--- config.mk ---
export PLATFORM = sky130hd
export DESIGN_NAME = booth_issue_ctrl
export DESIGN_NICKNAME = d
export VERILOG_FILES = /design/src/rtl/booth_pkg.sv /design/src/rtl/booth_issue_ctrl.sv
export SDC_FILE = /design/constraint.sdc
export NUM_CORES = 1
export LEC_CHECK = 0
export CORE_UTILIZATION = 33
export CTS_BUF_LIST = sky130_fd_sc_hd__clkbuf_2 sky130_fd_sc_hd__clkbuf_4 sky130_fd_sc_hd__clkbuf_8
export CTS_CLUSTER_SIZE = 8
export DETAILED_ROUTE_END_ITERATION = 10
export GPL_ROUTABILITY_DRIVEN = 0
export SYNTH_ARGS = -nofsm -noshare
export SYNTH_HDL_FRONTEND = slang
export SYNTH_SLANG_ARGS = --single-unit
--- constraint.sdc ---
create_clock -name clk -period 2 [get_ports clk]
set_clock_uncertainty 0.15 [all_clocks]
set_input_delay 0.2 -clock clk [delete_from_list [all_inputs] [get_ports clk]]
set_output_delay 0.2 -clock clk [all_outputs]
set_load 0.02 [all_outputs]
--- src/rtl/booth_pkg.sv ---
// Shared definitions for the Booth multiplier issue controller, the multiplier
// and their benches.
package booth_pkg;

    typedef enum logic [1:0] {
        IDLE = 2'd0,
        LOAD = 2'd1,
        RUN  = 2'd2,
        HOLD = 2'd3
    } booth_state_e;

    localparam int BOOTH_N = 4;

    // Cycles from the multiplier load strobe until its product is stable.
    function automatic int booth_run_cyc(input int n);
        return n + 1;
    endfunction

endpackage

--- src/rtl/booth_issue_ctrl.sv ---
// Flow-controlled issue/capture stage around the booths_algo multiplier:
// accept an operand pair, pulse the load, wait RUN_CYC cycles, hold the product.
module booth_issue_ctrl
    import booth_pkg::*;
#(
    parameter int N       = BOOTH_N,
    parameter int RUN_CYC = booth_run_cyc(N)
) (
    input  logic                  clk,
    input  logic                  rst_n,
    input  logic                  in_valid,
    output logic                  in_ready,
    input  logic signed [N-1:0]   in_mr,
    input  logic signed [N-1:0]   in_md,
    output logic                  mul_load,
    output logic signed [N-1:0]   mul_mr,
    output logic signed [N-1:0]   mul_md,
    input  logic signed [2*N-1:0] mul_out,
    output logic                  out_valid,
    input  logic                  out_ready,
    output logic signed [2*N-1:0] out_prod,
    output logic                  busy
);

    localparam int            CW       = (RUN_CYC > 1) ? $clog2(RUN_CYC) : 1;
    localparam logic [CW-1:0] CNT_INIT = CW'(RUN_CYC - 1);

    booth_state_e         state_q;
    booth_state_e         state_d;
    logic [CW-1:0]        cnt_q;
    logic signed [N-1:0]  op_mr_q;
    logic signed [N-1:0]  op_md_q;
    logic                 accept;

    assign accept = in_valid && in_ready;

    always_ff @(posedge clk or negedge rst_n) begin
        if (!rst_n) state_q <= IDLE;
        else        state_q <= state_d;
    end

    // A handoff and a new accept in the same HOLD cycle go straight to LOAD.
    always_comb begin
        state_d = state_q;
        case (state_q)
            IDLE:    if (accept) state_d = LOAD;
            LOAD:    state_d = RUN;
            RUN:     if (cnt_q == '0) state_d = HOLD;
            HOLD: begin
                if (accept)         state_d = LOAD;
                else if (out_ready) state_d = IDLE;
            end
            default: state_d = IDLE;
        endcase
    end

    always_comb begin
        in_ready  = (state_q == IDLE) || ((state_q == HOLD) && out_ready);
        mul_load  = (state_q == LOAD);
        out_valid = (state_q == HOLD);
        busy      = (state_q != IDLE);
    end

    always_ff @(posedge clk or negedge rst_n) begin
        if (!rst_n) begin
            cnt_q    <= '0;
            op_mr_q  <= '0;
            op_md_q  <= '0;
            out_prod <= '0;
        end else begin
            if (accept) begin
                op_mr_q <= in_mr;
                op_md_q <= in_md;
            end
            case (state_q)
                LOAD: cnt_q <= CNT_INIT;
                RUN: begin
                    if (cnt_q != '0) cnt_q    <= cnt_q - CW'(1);
                    else             out_prod <= mul_out;
                end
                default: ;
            endcase
        end
    end

    // Operand registers only change on accept, so the multiplier sees stable inputs.
    assign mul_mr = op_mr_q;
    assign mul_md = op_md_q;

endmodule

==> impl_metrics.yaml, run 1 <==
run_status:
  run_status: "finished with violations"
  violations: "design-rule violations"
placed_design:
  post-dp-hpwl_um: 1650
  port_buffers: 39
  place_area_um2: 1450
  placedCellCount: 145
  dp_slack_ps: 79.8
yosys:
  synth_top_family_by_area: "multiplexers"
  netlist_instances: 75
  synth_nets: 102
  yosysWarnings: 0
  syn_area_per_cell_um2: 13.6
  synth-xor-area-share: 0
  ys_ff_latch: 21
  synth.area.mux_share: 0.201
  synth_compound_area_frac: 0.0968
  ys_seq_area_frac: 0.515
  synth-simple-area-share: 0.0760
  synth-adder-area-share: 0.0858
  syn-cell-area_um2: 1020
  ys_types: 24
power_and_ir_drop:
  switching_power_mw: 0.979
  vdd_drop_max_mv: 0.943
  power_mw: 2.49
  leakage_nw: 0.673
  power.density_nw_per_um2: 1680
  p_int_mw: 1.51
  pwr-share-seq: 0.310
  p_comb_frac: 0.604
  sw_frac_of_total: 0.394
  clkPwrFrac: 0.086
global_route:
  antenna_found_initial: 0
  track_usage: 0.144
  grt_pass1_vias: 812
  gr-total-overflow: 0
  grt_pass1_wl_um: 3560
  grt_max_degree: 22
setup_path:
  start_kind: "flop"
  critPathMaxFanout: 6
  crit_required_ps: 2050
  crit_arrival_ps: 1930
  endpoint_kind: "flop"
  crit_type: "flop to flop"
detailed_routing:
  num_vias: 729
  drt_first_pass_iters: 6
  vias_per_cell: 4.89
  drtAntennaViolNets: 0
  drc_errors: 2
  drtIter0Drc: 28
  wl_per_cell_um: 14.4
  routed_wl_um: 2140
timing:
  finalSetupViolCount: 0
  setup_slack_ps: 123
  finalSetupTns_ps: 0
  whs_ps: 69.9
  max_slew_margin: 0.815
  fin_crit_sh: 0.939
  tightest_slew_ps: 277
  fmax_mhz: 533
  rsz0062_at_grt: "false"
  fin_crit_ps: 1880
  hold_viol: 0
  finalMaxSlewViolations: 0
clock_network:
  cts_buffers: 3
  clock_path_buffers: 2
  hold_buffers: 0
  clkLatencyLatePin_ps: 300
  path_clk_slew_ps: 120
  cts_tree: "built"
  cts_max_level: 1
  cts-root-buf: "clkbuf_4"
  clock-sinks: 21
cells_and_area:
  final_cell_count_no_fill: 149
  drive_above_1_share: 0.254
  final_cell_mix: "35 x clkdlybuf4s50_1, 21 x dfrtp_1, 16 x mux2_2"
  fin_nets: 146
  nFillCells: 277
  area_growth_pct: 44.9
  final_common_cell: "clkdlybuf4s50_1"
  diodes: 0
  final_area_um2: 1480
  finalCoreUtilization: 0.518
die:
  ios: 40
  rows: 19
  die_area_um2: 3320
  die_height_um: 57.6
  die_w_um: 57.6
  core_um2: 2850
  initial_core_util: 0.358
hold_path:
  hp-class: "input port to asynchronous set/reset pin"
flow_run:
  cap_violations: 0
sequential cells by signal (all words and copies together) (netlist names):
| name | count |
|---|---|
| out_prod | 8 |
| mul_md | 4 |
| mul_mr | 4 |
| state_q | 2 |
| cnt_q | 3 |
final cells by class:
type	instances	area (um2)	area share
sequential	21	526	0.355
multi-input combinational	48	472	0.319
clock buffer	4	30.0	0.0203
inverter	5	18.8	0.0127
tap	31	38.8	0.0262
timing repair buffer	40	394	0.266
kinds of logic (layout without fill, tap and decap cells):
family | Yosys count | in the layout
buffers and inverters | 6 | 49
and+or+nand+nor | 11 | 11
AOI/OAI and AO/OA | 12 | 12
DFF | 21 | 21
muxes | 18 | 18
adders and majority gates | 7 | 7
timing repair:
action / CTS / global route
hold endpoints to repair: 0 / 0
buffers inserted: 0 / 0
gates resized for setup: 4 / 4
setup endpoints to repair: 3 / 12
final timing paths:
path	start	depth (start not counted)	slack, ps	to
setup / recovery	state_q[1]	6	120	state_q[1]
hold / removal	rst_n	2	70	cnt_q[1]
setup reg to reg	state_q[1]	6	120	state_q[1]
hold reg to reg	cnt_q[0]	2	340	cnt_q[0]
max in group asynchronous	rst_n	2	1400	mul_mr[1]
min in group clk	cnt_q[0]	2	340	cnt_q[0]
layer usage:
metal  share of wire  global-route usage  vias up  routed length, um
li1                -                   -      352                  -
met1            0.42               0.164      349                895
met2            0.50               0.252       26               1070
met3           0.073              0.0580        2                156
met4          0.0079              0.0314        0                 17
met5               0                   0        -                  0
critical path, stage by stage (launching register included):
cell	delay, ps
dfrtp_1	470
inv_1	120
ha_1	210
inv_1	100
a2bb2oi_2	210
a21boi_2	210
mux2_4	310
power groups by stage:
stage | sequential (mW) | clock [mW] | combinational (mW)
floorplan | 0.972 | 0 | 0.745
global placement | 0.766 | 0 | 1.51
detailed placement | 0.780 | 0 | 1.53
CTS | 0.772 | 0.234 | 1.53
global route | 0.794 | 0.249 | 1.63
finish | 0.771 | 0.215 | 1.50
synthesized netlist by cell type (all sizes together):
master	count	area (um2)
a211oi	1	12.5
nor2b	1	6.26
inv	5	18.8
o31ai	1	7.51
nor3b	2	15.0
nand3	1	5.00
buf	1	7.51
mux2i	1	10.0
dfrtp	21	526
a2bb2oi	1	15.0
nand2	4	22.5
a32o	1	10.0
a21boi	1	11.3
a21oi	2	10.0
o21ai	2	10.0
nor2	1	3.75
a21o	2	15.0
ha	7	87.6
nand2b	1	13.8
nand3b	1	11.3
mux2	17	195
o211ai	1	7.51
Note: power is estimated with default switching activity, not from simulation.
==> run 2, diff against run 1 <==
- ABC_CLOCK_PERIOD_IN_PS: unset -> 2000
==> results of run 2 <==
Same layout as run 1: the final DEF is identical, and so are final timing and power.
==> run 3, diff against run 2 <==
- CORE_MARGIN: unset -> 8
- SLEW_MARGIN: unset -> 10
==> run 3 against run 2 <==
  * Clock power about the same
  * Sequential power about the same
  * The run now ends clean
  * Register-to-register slack improved by 30 ps
  * Critical path type is now flop to output pin
  * Wire length grew 10%
  * Final cell count grew 2.0%
  * Largest cell class unchanged
  * Critical path depth is 2 lower
  * Largest power group unchanged
==> impl_metrics.yaml, run 3 (synthesized netlist as in run 1, its figures left out) <==
power_and_ir_drop:
  p_int_mw: 1.51
  sw_frac_of_total: 0.395
  leakage_nw: 0.667
  vdd_drop_max_mv: 0.761
  pwr-share-seq: 0.308
  switching_power_mw: 0.987
  power.density_nw_per_um2: 1690
  p_comb_frac: 0.605
  clkPwrFrac: 0.087
die:
  rows: 20
  die_w_um: 71.6
  core_um2: 3000
  die_area_um2: 5130
  die_height_um: 71.6
  ios: 40
  initial_core_util: 0.340
timing:
  hold_viol: 0
  fmax_mhz: 534
  rsz0062_at_grt: "false"
  finalMaxSlewViolations: 0
  finalSetupTns_ps: 0
  max_slew_margin: 0.818
  fin_crit_sh: 0.936
  tightest_slew_ps: 272
  fin_crit_ps: 1870
  finalSetupViolCount: 0
setup_path:
  reg2reg_from: "state_q[0]"
  reg2regPathDepth: 6
  crit_required_ps: 1650
  crit_type: "flop to output pin"
  reg2reg_setup_slack_ps: 150
  crit_arrival_ps: 1520
  reg2reg_to: "state_q[1]"
  endpoint_kind: "output pin"
  critPathMaxFanout: 6
  start_kind: "flop"
cells_and_area:
  drive_above_1_share: 0.261
  diodes: 0
  fin_nets: 147
  multiInputGateArea_um2: 469
  final_cell_mix: "35 x clkdlybuf4s50_1, 20 x dfrtp_1, 16 x mux2_2"
  largest-register: "out_prod"
  nFillCells: 291
  final_cell_count_no_fill: 152
  area_growth_pct: 45.2
  largest_reg_flops: 8
  seqCellArea_um2: 527
  final_common_cell: "clkdlybuf4s50_1"
global_route:
  grt_pass1_wl_um: 3970
  track_usage: 0.100
  grt_pass1_vias: 809
  gr-total-overflow: 0
  antenna_found_initial: 0
  grt_max_degree: 22
detailed_routing:
  drc_errors: 0
  num_vias: 746
  drtIter0Drc: 30
  vias_per_cell: 4.91
  wl_per_cell_um: 15.5
  routed_wl_um: 2350
  drt_first_pass_iters: 4
  drtAntennaViolNets: 0
clock_network:
  hold_buffers: 0
  clock_path_buffers: 2
  ctsResizeCount: 5
  cts_buffers: 3
  post_cts_buffers: 0
  cts_max_level: 1
  clkLatencyLatePin_ps: 300
  path_clk_slew_ps: 110
  clock-sinks: 21
  cts-root-buf: "clkbuf_4"
  cts_tree: "built"
run_status:
  run_status: "finished, final reports clean"
flow_run:
  cap_violations: 0
placed_design:
  post-dp-hpwl_um: 1900
  placedCellCount: 148
  port_buffers: 39
hold_path:
  hp-class: "input port to asynchronous set/reset pin"
## run 3: final cells by class
class	count	area share
clock buffer	4	0.0203
tap	33	0.0278
multi-input combinational	48	0.316
timing repair buffer	41	0.268
inverter	5	0.0127
sequential	21	0.355
## run 3: routing by layer
| metal | global-route usage | vias to the layer above | share of wire | wire (um) |
|---|---|---|---|---|
| met5 | 0 | - | 0 | 0 |
| met1 | 0.103 | 363 | 0.38 | 898 |
| met4 | 0.0680 | 0 | 0.028 | 67 |
| met3 | 0.0432 | 6 | 0.079 | 185 |
| met2 | 0.162 | 25 | 0.51 | 1200 |
| li1 | - | 352 | - | - |
## run 3: how the worst max path moves through the flow
stage                     from         end  slack, ps
floorplan           state_q[1]  state_q[1]        120
global placement    state_q[0]    in_ready        160
detailed placement  state_q[0]    in_ready         60
CTS                 state_q[0]    in_ready          1
global route        state_q[0]        busy         10
finish              state_q[0]        busy        130
## run 3: stage by stage
step           utilization  hold slack, ps  cell area, um2  total power, mW  setup WS [ps]
2_1_floorplan            -            -246            1020             1.72            121
3_3_place_gp         0.486             310            1460             2.31            157
3_5_place_dp         0.486             323            1460             2.35           61.2
4_1_cts              0.495            78.0            1490             2.55           1.43
5_1_grt              0.494            83.1            1480             2.68           12.6
6_report             0.494            82.7            1480             2.50            128
## run 3: power by group through the flow
stage          sequential, mW  combinational [mW]  clock, mW
3_5_place_dp            0.778                1.57          0
4_1_cts                 0.769                1.55      0.235
5_1_grt                 0.799                1.63      0.252
3_3_place_gp            0.763                1.55          0
2_1_floorplan           0.972               0.745          0
6_report                0.771                1.51      0.218
## run 3: worst max-delay path, stage by stage, from the launching register on
cell and delay, ps:
dfrtp_1 420, inv_1 130, ha_1 240, inv_1 90, dlygate4sd2_1 340
